===== config.mk =====
export PLATFORM = sky130hd
export DESIGN_NAME = vector_sequencer_flat
export DESIGN_NICKNAME = d
export VERILOG_FILES = /design/src/rtl/vector_sequencer_if.sv /design/src/rtl/vector_sequencer.sv /design/src/flat_wrapper.sv
export SDC_FILE = /design/constraint.sdc
export NUM_CORES = 1
export LEC_CHECK = 0
export CORE_MARGIN = 2
export CORE_UTILIZATION = 30
export DETAILED_ROUTE_END_ITERATION = 8
export GPL_ROUTABILITY_DRIVEN = 0
export GPL_TIMING_DRIVEN = 0
export MAX_ROUTING_LAYER = met4
export PLACE_DENSITY_LB_ADDON = 0.05
export SETUP_SLACK_MARGIN = 0.4
export SYNTH_ARGS = -nofsm -noshare
export SYNTH_HDL_FRONTEND = slang
export SYNTH_SLANG_ARGS = --single-unit

===== constraint.sdc =====
create_clock -name clk -period 6.05 [get_ports clk]
set_input_delay 1.21 -clock clk [delete_from_list [all_inputs] [get_ports clk]]
set_output_delay 1.21 -clock clk [all_outputs]
set_load 0.05 [all_outputs]

===== src/rtl/vector_sequencer_if.sv =====
// Command-side and DAC-side signal bundle for vector_sequencer.
// slave = the sequencer; master = the fetcher/DAC environment around it.
interface vector_sequencer_if #(
  parameter int W  = 12,
  parameter int ZW = 8
);
  logic          cmd_valid;
  logic          cmd_ready;
  logic          cmd_op;
  logic [W-1:0]  cmd_x;
  logic [W-1:0]  cmd_y;
  logic [ZW-1:0] cmd_z;
  logic [W-1:0]  dac_value;
  logic [1:0]    dac_channel;
  logic          dac_strobe;
  logic          dac_ready;

  modport slave (
    input  cmd_valid, cmd_op, cmd_x, cmd_y, cmd_z, dac_ready,
    output cmd_ready, dac_value, dac_channel, dac_strobe
  );

  modport master (
    output cmd_valid, cmd_op, cmd_x, cmd_y, cmd_z, dac_ready,
    input  cmd_ready, dac_value, dac_channel, dac_strobe
  );
endinterface


===== src/rtl/vector_sequencer.sv =====
// Queued JUMP/DRAW vector sequencer with Bresenham stepping, driving X/Y/Z onto a serial DAC.
// Strobes only while dac_ready=1, never on consecutive cycles; cmd_ready drops when the FIFO is full.
module vector_sequencer #(
  parameter int W      = 12,
  parameter int DEPTH  = 8,
  parameter int SETTLE = 64,
  parameter int ZW     = 8
) (
  input  logic              clk,
  input  logic              reset,
  vector_sequencer_if.slave bus,
  output logic [W-1:0]      pos_x,
  output logic [W-1:0]      pos_y,
  output logic              busy,
  output logic              overflow
);
  localparam int AW = $clog2(DEPTH);
  localparam int CW = $clog2(SETTLE + 1);
  localparam int EW = W + 2;

  typedef enum logic [3:0] {
    S_IDLE, S_FETCH, S_BLANK, S_JX, S_JY, S_SETTLE, S_ZSET, S_STEP, S_PX, S_PY
  } state_t;

  typedef struct packed {
    logic          op;
    logic [W-1:0]  x;
    logic [W-1:0]  y;
    logic [ZW-1:0] z;
  } cmd_t;

  cmd_t                 mem_q [DEPTH];
  cmd_t                 head, wr_dat, tgt_q, tgt_d;
  state_t               state_q, state_d;
  logic [AW:0]          wr_ptr_q, wr_ptr_d, rd_ptr_q, rd_ptr_d, count;
  logic [W-1:0]         px_q, px_d, py_q, py_d, z_q, z_d, zval, head_zval;
  logic [W-1:0]         dac_val_q, dac_val_d, adx, ady;
  logic [1:0]           dac_ch_q, dac_ch_d;
  logic signed [EW-1:0] dx_q, dx_d, dy_q, dy_d, err_q, err_d;
  logic signed [EW:0]   e2;
  logic                 sx_q, sx_d, sy_q, sy_d, hold_q, ovf_q, ovf_d;
  logic [CW-1:0]        cnt_q, cnt_d;
  logic                 push, pop, need, strobe, step_x, step_y;

  assign count         = wr_ptr_q - rd_ptr_q;
  assign bus.cmd_ready = count < (AW+1)'(DEPTH);
  assign push          = bus.cmd_valid & bus.cmd_ready;
  assign pop           = state_q == S_FETCH;
  assign head          = mem_q[rd_ptr_q[AW-1:0]];
  assign wr_dat        = {bus.cmd_op, bus.cmd_x, bus.cmd_y, bus.cmd_z};

  // A JUMP's Z target is 0 (blank), a DRAW's is its intensity left-justified.
  assign zval      = tgt_q.op ? W'(tgt_q.z) << (W - ZW) : '0;
  assign head_zval = head.op ? W'(head.z) << (W - ZW) : '0;

  always_comb begin
    case (state_q)
      S_BLANK, S_ZSET:        need = zval != z_q;
      S_JX, S_JY, S_PX, S_PY: need = 1'b1;
      default:                need = 1'b0;
    endcase
  end

  // Gated by dac_ready in the same cycle, so the strobe itself cannot be a flop.
  assign strobe = need & bus.dac_ready & ~hold_q & ~reset;

  assign adx    = (tgt_q.x >= px_q) ? tgt_q.x - px_q : px_q - tgt_q.x;
  assign ady    = (tgt_q.y >= py_q) ? tgt_q.y - py_q : py_q - tgt_q.y;
  assign e2     = $signed({err_q, 1'b0});
  assign step_x = e2 >= $signed({dy_q[EW-1], dy_q});
  assign step_y = e2 <= $signed({dx_q[EW-1], dx_q});

  always_comb begin
    state_d   = state_q;
    tgt_d     = tgt_q;
    px_d      = px_q;
    py_d      = py_q;
    z_d       = z_q;
    dx_d      = dx_q;
    dy_d      = dy_q;
    err_d     = err_q;
    sx_d      = sx_q;
    sy_d      = sy_q;
    cnt_d     = cnt_q;
    dac_val_d = dac_val_q;
    dac_ch_d  = dac_ch_q;
    wr_ptr_d  = wr_ptr_q + (AW+1)'(push);
    rd_ptr_d  = rd_ptr_q + (AW+1)'(pop);
    ovf_d     = ovf_q | (bus.cmd_valid & ~bus.cmd_ready);
    case (state_q)
      S_IDLE: if (count != '0) state_d = S_FETCH;
      S_FETCH: begin
        tgt_d     = head;
        dac_ch_d  = 2'd2;
        dac_val_d = head_zval;
        state_d   = head.op ? S_ZSET : S_BLANK;
      end
      S_BLANK: if (!need || strobe) begin
        z_d       = zval;
        dac_ch_d  = 2'd0;
        dac_val_d = tgt_q.x;
        state_d   = S_JX;
      end
      S_JX: if (strobe) begin
        dac_ch_d  = 2'd1;
        dac_val_d = tgt_q.y;
        state_d   = S_JY;
      end
      S_JY: if (strobe) begin
        px_d    = tgt_q.x;
        py_d    = tgt_q.y;
        cnt_d   = '0;
        state_d = S_SETTLE;
      end
      S_SETTLE: begin
        if (cnt_q == CW'(SETTLE - 1)) state_d = S_IDLE;
        else                          cnt_d   = cnt_q + CW'(1);
      end
      S_ZSET: if (!need || strobe) begin
        z_d     = zval;
        dx_d    = $signed({2'b00, adx});
        dy_d    = -$signed({2'b00, ady});
        err_d   = $signed({2'b00, adx}) - $signed({2'b00, ady});
        sx_d    = tgt_q.x < px_q;
        sy_d    = tgt_q.y < py_q;
        state_d = S_STEP;
      end
      S_STEP: begin
        if (px_q == tgt_q.x && py_q == tgt_q.y) begin
          state_d = S_IDLE;
        end else begin
          if (step_x) px_d = sx_q ? px_q - W'(1) : px_q + W'(1);
          if (step_y) py_d = sy_q ? py_q - W'(1) : py_q + W'(1);
          err_d     = err_q + (step_x ? dy_q : '0) + (step_y ? dx_q : '0);
          dac_ch_d  = 2'd0;
          dac_val_d = px_d;
          state_d   = S_PX;
        end
      end
      S_PX: if (strobe) begin
        dac_ch_d  = 2'd1;
        dac_val_d = py_q;
        state_d   = S_PY;
      end
      S_PY: if (strobe) state_d = S_STEP;
      default: state_d = S_IDLE;
    endcase
  end

  always_ff @(posedge clk) begin
    if (reset) begin
      state_q   <= S_IDLE;
      tgt_q     <= '0;
      px_q      <= '0;
      py_q      <= '0;
      z_q       <= '0;
      dx_q      <= '0;
      dy_q      <= '0;
      err_q     <= '0;
      sx_q      <= 1'b0;
      sy_q      <= 1'b0;
      cnt_q     <= '0;
      dac_val_q <= '0;
      dac_ch_q  <= '0;
      wr_ptr_q  <= '0;
      rd_ptr_q  <= '0;
      hold_q    <= 1'b0;
      ovf_q     <= 1'b0;
    end else begin
      state_q   <= state_d;
      tgt_q     <= tgt_d;
      px_q      <= px_d;
      py_q      <= py_d;
      z_q       <= z_d;
      dx_q      <= dx_d;
      dy_q      <= dy_d;
      err_q     <= err_d;
      sx_q      <= sx_d;
      sy_q      <= sy_d;
      cnt_q     <= cnt_d;
      dac_val_q <= dac_val_d;
      dac_ch_q  <= dac_ch_d;
      wr_ptr_q  <= wr_ptr_d;
      rd_ptr_q  <= rd_ptr_d;
      hold_q    <= strobe;
      ovf_q     <= ovf_d;
    end
  end

  always_ff @(posedge clk) begin
    if (push) mem_q[wr_ptr_q[AW-1:0]] <= wr_dat;
  end

  assign bus.dac_value   = dac_val_q;
  assign bus.dac_channel = dac_ch_q;
  assign bus.dac_strobe  = strobe;
  assign pos_x           = px_q;
  assign pos_y           = py_q;
  assign busy            = (state_q != S_IDLE) || (count != '0);
  assign overflow        = ovf_q;
endmodule


===== src/flat_wrapper.sv =====
// flat-port wrapper written by rule: the top's interface ports become plain ports
module vector_sequencer_flat 
#(
  parameter int W      = 12,
  parameter int DEPTH  = 8,
  parameter int SETTLE = 64,
  parameter int ZW     = 8
)
  (clk, reset, pos_x, pos_y, busy, overflow, bus_cmd_valid, bus_cmd_op, bus_cmd_x, bus_cmd_y, bus_cmd_z, bus_dac_ready, bus_cmd_ready, bus_dac_value, bus_dac_channel, bus_dac_strobe);
  vector_sequencer_if #(.W(W), .ZW(ZW)) bus_i ();
  input  logic clk;
  input  logic reset;
  output logic [W-1:0] pos_x;
  output logic [W-1:0] pos_y;
  output logic busy;
  output logic overflow;
  input wire logic [$bits(bus_i.cmd_valid)-1:0] bus_cmd_valid;
  input wire logic [$bits(bus_i.cmd_op)-1:0] bus_cmd_op;
  input wire logic [$bits(bus_i.cmd_x)-1:0] bus_cmd_x;
  input wire logic [$bits(bus_i.cmd_y)-1:0] bus_cmd_y;
  input wire logic [$bits(bus_i.cmd_z)-1:0] bus_cmd_z;
  input wire logic [$bits(bus_i.dac_ready)-1:0] bus_dac_ready;
  output wire logic [$bits(bus_i.cmd_ready)-1:0] bus_cmd_ready;
  output wire logic [$bits(bus_i.dac_value)-1:0] bus_dac_value;
  output wire logic [$bits(bus_i.dac_channel)-1:0] bus_dac_channel;
  output wire logic [$bits(bus_i.dac_strobe)-1:0] bus_dac_strobe;
  assign bus_i.cmd_valid = bus_cmd_valid;
  assign bus_i.cmd_op = bus_cmd_op;
  assign bus_i.cmd_x = bus_cmd_x;
  assign bus_i.cmd_y = bus_cmd_y;
  assign bus_i.cmd_z = bus_cmd_z;
  assign bus_i.dac_ready = bus_dac_ready;
  assign bus_cmd_ready = bus_i.cmd_ready;
  assign bus_dac_value = bus_i.dac_value;
  assign bus_dac_channel = bus_i.dac_channel;
  assign bus_dac_strobe = bus_i.dac_strobe;
  vector_sequencer #(.W(W), .DEPTH(DEPTH), .SETTLE(SETTLE), .ZW(ZW)) u_core (.clk(clk), .reset(reset), .bus(bus_i), .pos_x(pos_x), .pos_y(pos_y), .busy(busy), .overflow(overflow));
endmodule

==> qor.yml, run 1 <==
outcome: "completed"
post-route-min-period_ns: 5.42
ant_nets: 0
hp-class: "flop to flop"
critPathMaxStageDelay_ns: 0.52
drive_gt1_frac: 0.114
synth.most_common_cell: "edfxtp_1"
rsz0062_at_grt: "true"
die_area_sq_um: 73900
synth_area_per_cell_sq_um: 11.2
cp-start-kind: "flop"
cts_tree: "yes"
fin_ws_ns: 0.634
dpl.cell_count: 2968
grt_pass1_vias: 15700
synthDistinctLibCells: 85
cp-endpoint: "u_core.err_q[11]$_SDFFE_PP0P_"
start_util: 0.302
drt_iter0_drc: 1039
crit_buf_inv: 2
relSlewSlack: 0.136
finalSetupViolCount: 0
fin_skew_ns: 0.0396
numCtsBuffers: 47
fp-row-count: 98
grt_overflow: 0
ys_ff_latch: 406
clock_latency_ns: 0.60
syn2layout_area_growth_pct: 18.7
grt_pass1_wl_um: 105000
track_usage: 0.199
clkTransAtPathRegs_ns: 0.06
core-area_sq_um: 71200
clock.fmax_mhz: 185
hold_ws_ns: 0.465
io_buffers: 77
chipHeight_um: 272
power_mw: 15.1
post_synth_most_frequent_cells: "edfxtp_1, nand2_1, nor2_1"
maxCapViolations: 0
wl_um: 71500
worstRegToRegCells: 24
antenna_found_initial: 2
ir_drop_mv: 0.419
multi_input_area_sq_um: 9960
syn_nets: 2099
synth_top_area_share: 0.368
synth_top_cell_by_area: "edfxtp_1"
rr_startpoint: "u_core.dx_q[4]$_SDFFE_PP0P_"
criticalPathCategory: "flop to flop"
fin_nets: 2255
r2r_end: "u_core.err_q[11]$_SDFFE_PP0P_"
cp.depth: 24
place_worst_setup_slack_ns: -0.650
power.density_nw_per_um2: 590
regToRegSetupSlack_ns: 0.63
synthTopCellsByArea: "edfxtp_1, dfxtp_1, ha_1"
crit_path_frequent_cell: "a21o_1"
end_kind: "flop"
hold_viol: 0
fillers: 7067
arrival_ns: 5.85
ios: 79
avgRoutedWirePerCell_um: 23.4
finalCritPeriodShare: 0.895
drv_slew: 0
yosys_warnings: 0
viasPerCell: 5.10
drt_drc_violations_left: 0
synthArstFlopShare: 0
h-tree-depth: 2
synth_area_sq_um: 21500
die_width_um: 272
path_cells: "inv_1 > ha_1 > a21o_1 > a21o_1 > a21oi_1 > o2111ai_1 > a21oi_1 > a41oi_1 > o31ai_4 > nand2_1 > fa_1 > inv_1 > ha_1 > fa_1 > a21o_1 > a21oi_2 > o21bai_1 > a21oi_2 > o21ai_1 > a21o_1 > a21oi_2 > xnor2_2 > a211oi_2 > a211oi_1"
stdcell_count: 3059
crit_slowest_cell: "fa_1"
fin_util: 0.358
path_delay_family: "compound AO/OA/AOI/OAI gates"
startpoint: "u_core.dx_q[4]$_SDFFE_PP0P_"
hpwl_um: 54000
synth-edff-count: 264
worst_slew_pin_slew_ns: 1.28
cts.path.max_buffers: 3
grt_max_degree: 20
leakagePower_nw: 9.06
vias: 15600
root_buffer: "clkbuf_16"
crit_required_ns: 6.48
cts.sinks: 406
synthCells: 1916
synth-seq-area-share: 0.501
path_max_fanout: 4
synth_ff_type: "edfxtp_1"
dr.pass1.iters: 5
seq_area_sq_um: 10800
[routing by layer]
layer	up-vias	GRT usage	share of wire
met4	0	0.0558	0.028
li1	7388	-	-
met2	363	0.340	0.50
met1	7728	0.248	0.43
met3	109	0.0228	0.041
met5	-	-	0
[sequential cells by signal, indices dropped and copies added, names as in the netlist, 2 cells and up]
register and flops:
u_core.mem_q 264, u_core.tgt_q 33, u_core.dy_q 14, u_core.err_q 14, u_core.bus.dac_value 12, u_core.dx_q 12, u_core.pos_x 12, u_core.pos_y 12
u_core.z_q 8, u_core.cnt_q 7, u_core.rd_ptr_q 4, u_core.state_q 4, u_core.wr_ptr_q 4, u_core.bus.dac_channel 2
[stage by stage]
stage | setup TNS [ns] | instance area (sq um)
global placement | -738.25 | 23500
CTS | 0 | 25500
floorplan | 0 | 21500
global route | 0 | 25500
finish | 0 | 25500
detailed placement | -2.69 | 23900
[cell usage in the layout (no fill, tap or decap), types with 10 or more instances in the layout]
cell | synthesis | layout
o21a_1 | 10 | 10
clkinv_2 | 0 | 11
nand2b_1 | 13 | 13
mux2i_1 | 29 | 29
nor3_1 | 36 | 32
o21bai_1 | 10 | 10
fa_1 | 21 | 21
clkinv_1 | 1 | 11
nand2_1 | 188 | 188
nor2b_1 | 28 | 28
o22ai_1 | 18 | 18
nand3_1 | 37 | 37
xnor2_1 | 45 | 42
a21oi_1 | 109 | 103
clkdlybuf4s50_1 | 0 | 76
dfxtp_1 | 142 | 135
nor2_1 | 153 | 151
clkbuf_1 | 64 | 70
a21o_1 | 23 | 23
a211oi_1 | 37 | 36
and3_1 | 15 | 15
inv_1 | 150 | 150
buf_2 | 10 | 10
xor2_1 | 26 | 25
mux4_2 | 66 | 66
o21ai_0 | 65 | 63
buf_1 | 15 | 13
a311oi_1 | 33 | 32
buf_6 | 1 | 18
o211ai_1 | 12 | 12
edfxtp_1 | 264 | 264
ha_1 | 125 | 125
clkbuf_16 | 0 | 47
or3_1 | 11 | 11
a222oi_1 | 11 | 11
[worst min path at each step]
stage / start / end / slack, ns / cells after the start
after floorplan: u_core.dy_q[7]$_SDFFE_PP0P_ / u_core.dy_q[7]$_SDFFE_PP0P_ / 0.45 / 2
after global placement: u_core.overflow$_SDFF_PP0_ / u_core.overflow$_SDFF_PP0_ / 0.46 / 2
after detailed placement: u_core.overflow$_SDFF_PP0_ / u_core.overflow$_SDFF_PP0_ / 0.46 / 2
after CTS: u_core.z_q[6]$_SDFFE_PP0P_ / u_core.z_q[6]$_SDFFE_PP0P_ / 0.47 / 2
after global routing: u_core.dx_q[8]$_SDFFE_PP0P_ / u_core.dx_q[8]$_SDFFE_PP0P_ / 0.50 / 2
final: u_core.overflow$_SDFF_PP0_ / u_core.overflow$_SDFF_PP0_ / 0.47 / 2
[cells by family after synthesis]
kind of cell / Yosys count / synth area share
simple gates: 537 / 0.116
mux: 99 / 0.0847
xor+xnor: 71 / 0.0289
flops: 406 / 0.501
fa+ha+maj: 146 / 0.0922
compound gates: 414 / 0.133
buf+inv: 243 / 0.0437
[repair_timing]
item / CTS / global route
hold buffers: 0 / 0
buffers inserted: 3 / 2
gates resized for setup: 28 / 18
pin swaps: 3 / 3
endpoints found under the setup margin: 78 / 7
[worst register-to-register path: cells and delay by family, from the launching register on]
family                   cells  cell delay, ns
XOR/XNOR                     1            0.13
adder cells (fa/ha/maj)      4            1.48
AO/OA/AOI/OAI               16            3.06
flip-flops                   1            0.34
buffers and inverters        2            0.11
AND/OR/NAND/NOR              1            0.17
[report_power, final]
part | internal (mW) | switching (mW)
sequential | 3.27 | 0.306
combinational | 3.39 | 5.38
clock | 1.53 | 1.19
total | 8.19 | 6.87
[layout make-up]
| class | count | area share |
|---|---|---|
| Sequential cell | 406 | 0.422 |
| Multi-Input combinational cell | 1267 | 0.390 |
| Clock buffer | 57 | 0.0479 |
| Tap cell | 950 | 0.0466 |
| Timing Repair Buffer | 107 | 0.0458 |
| Inverter | 151 | 0.0222 |
| Buffer | 92 | 0.0159 |
| Clock inverter | 28 | 0.00931 |
| Antenna cell | 1 | 0.0000980 |
Power figures use the tool's default switching activity.
==> run 2, diff against run 1 <==
--- a/config.mk
+++ b/config.mk
@@ -10,6 +10,7 @@
 export DETAILED_ROUTE_END_ITERATION = 8
 export GPL_ROUTABILITY_DRIVEN = 0
 export GPL_TIMING_DRIVEN = 0
+export HOLD_SLACK_MARGIN = 0.1
 export MAX_ROUTING_LAYER = met4
 export PLACE_DENSITY_LB_ADDON = 0.05
 export SETUP_SLACK_MARGIN = 0.4
==> results of run 2 <==
The final DEF is identical to that of run 1; final timing and power are the same.
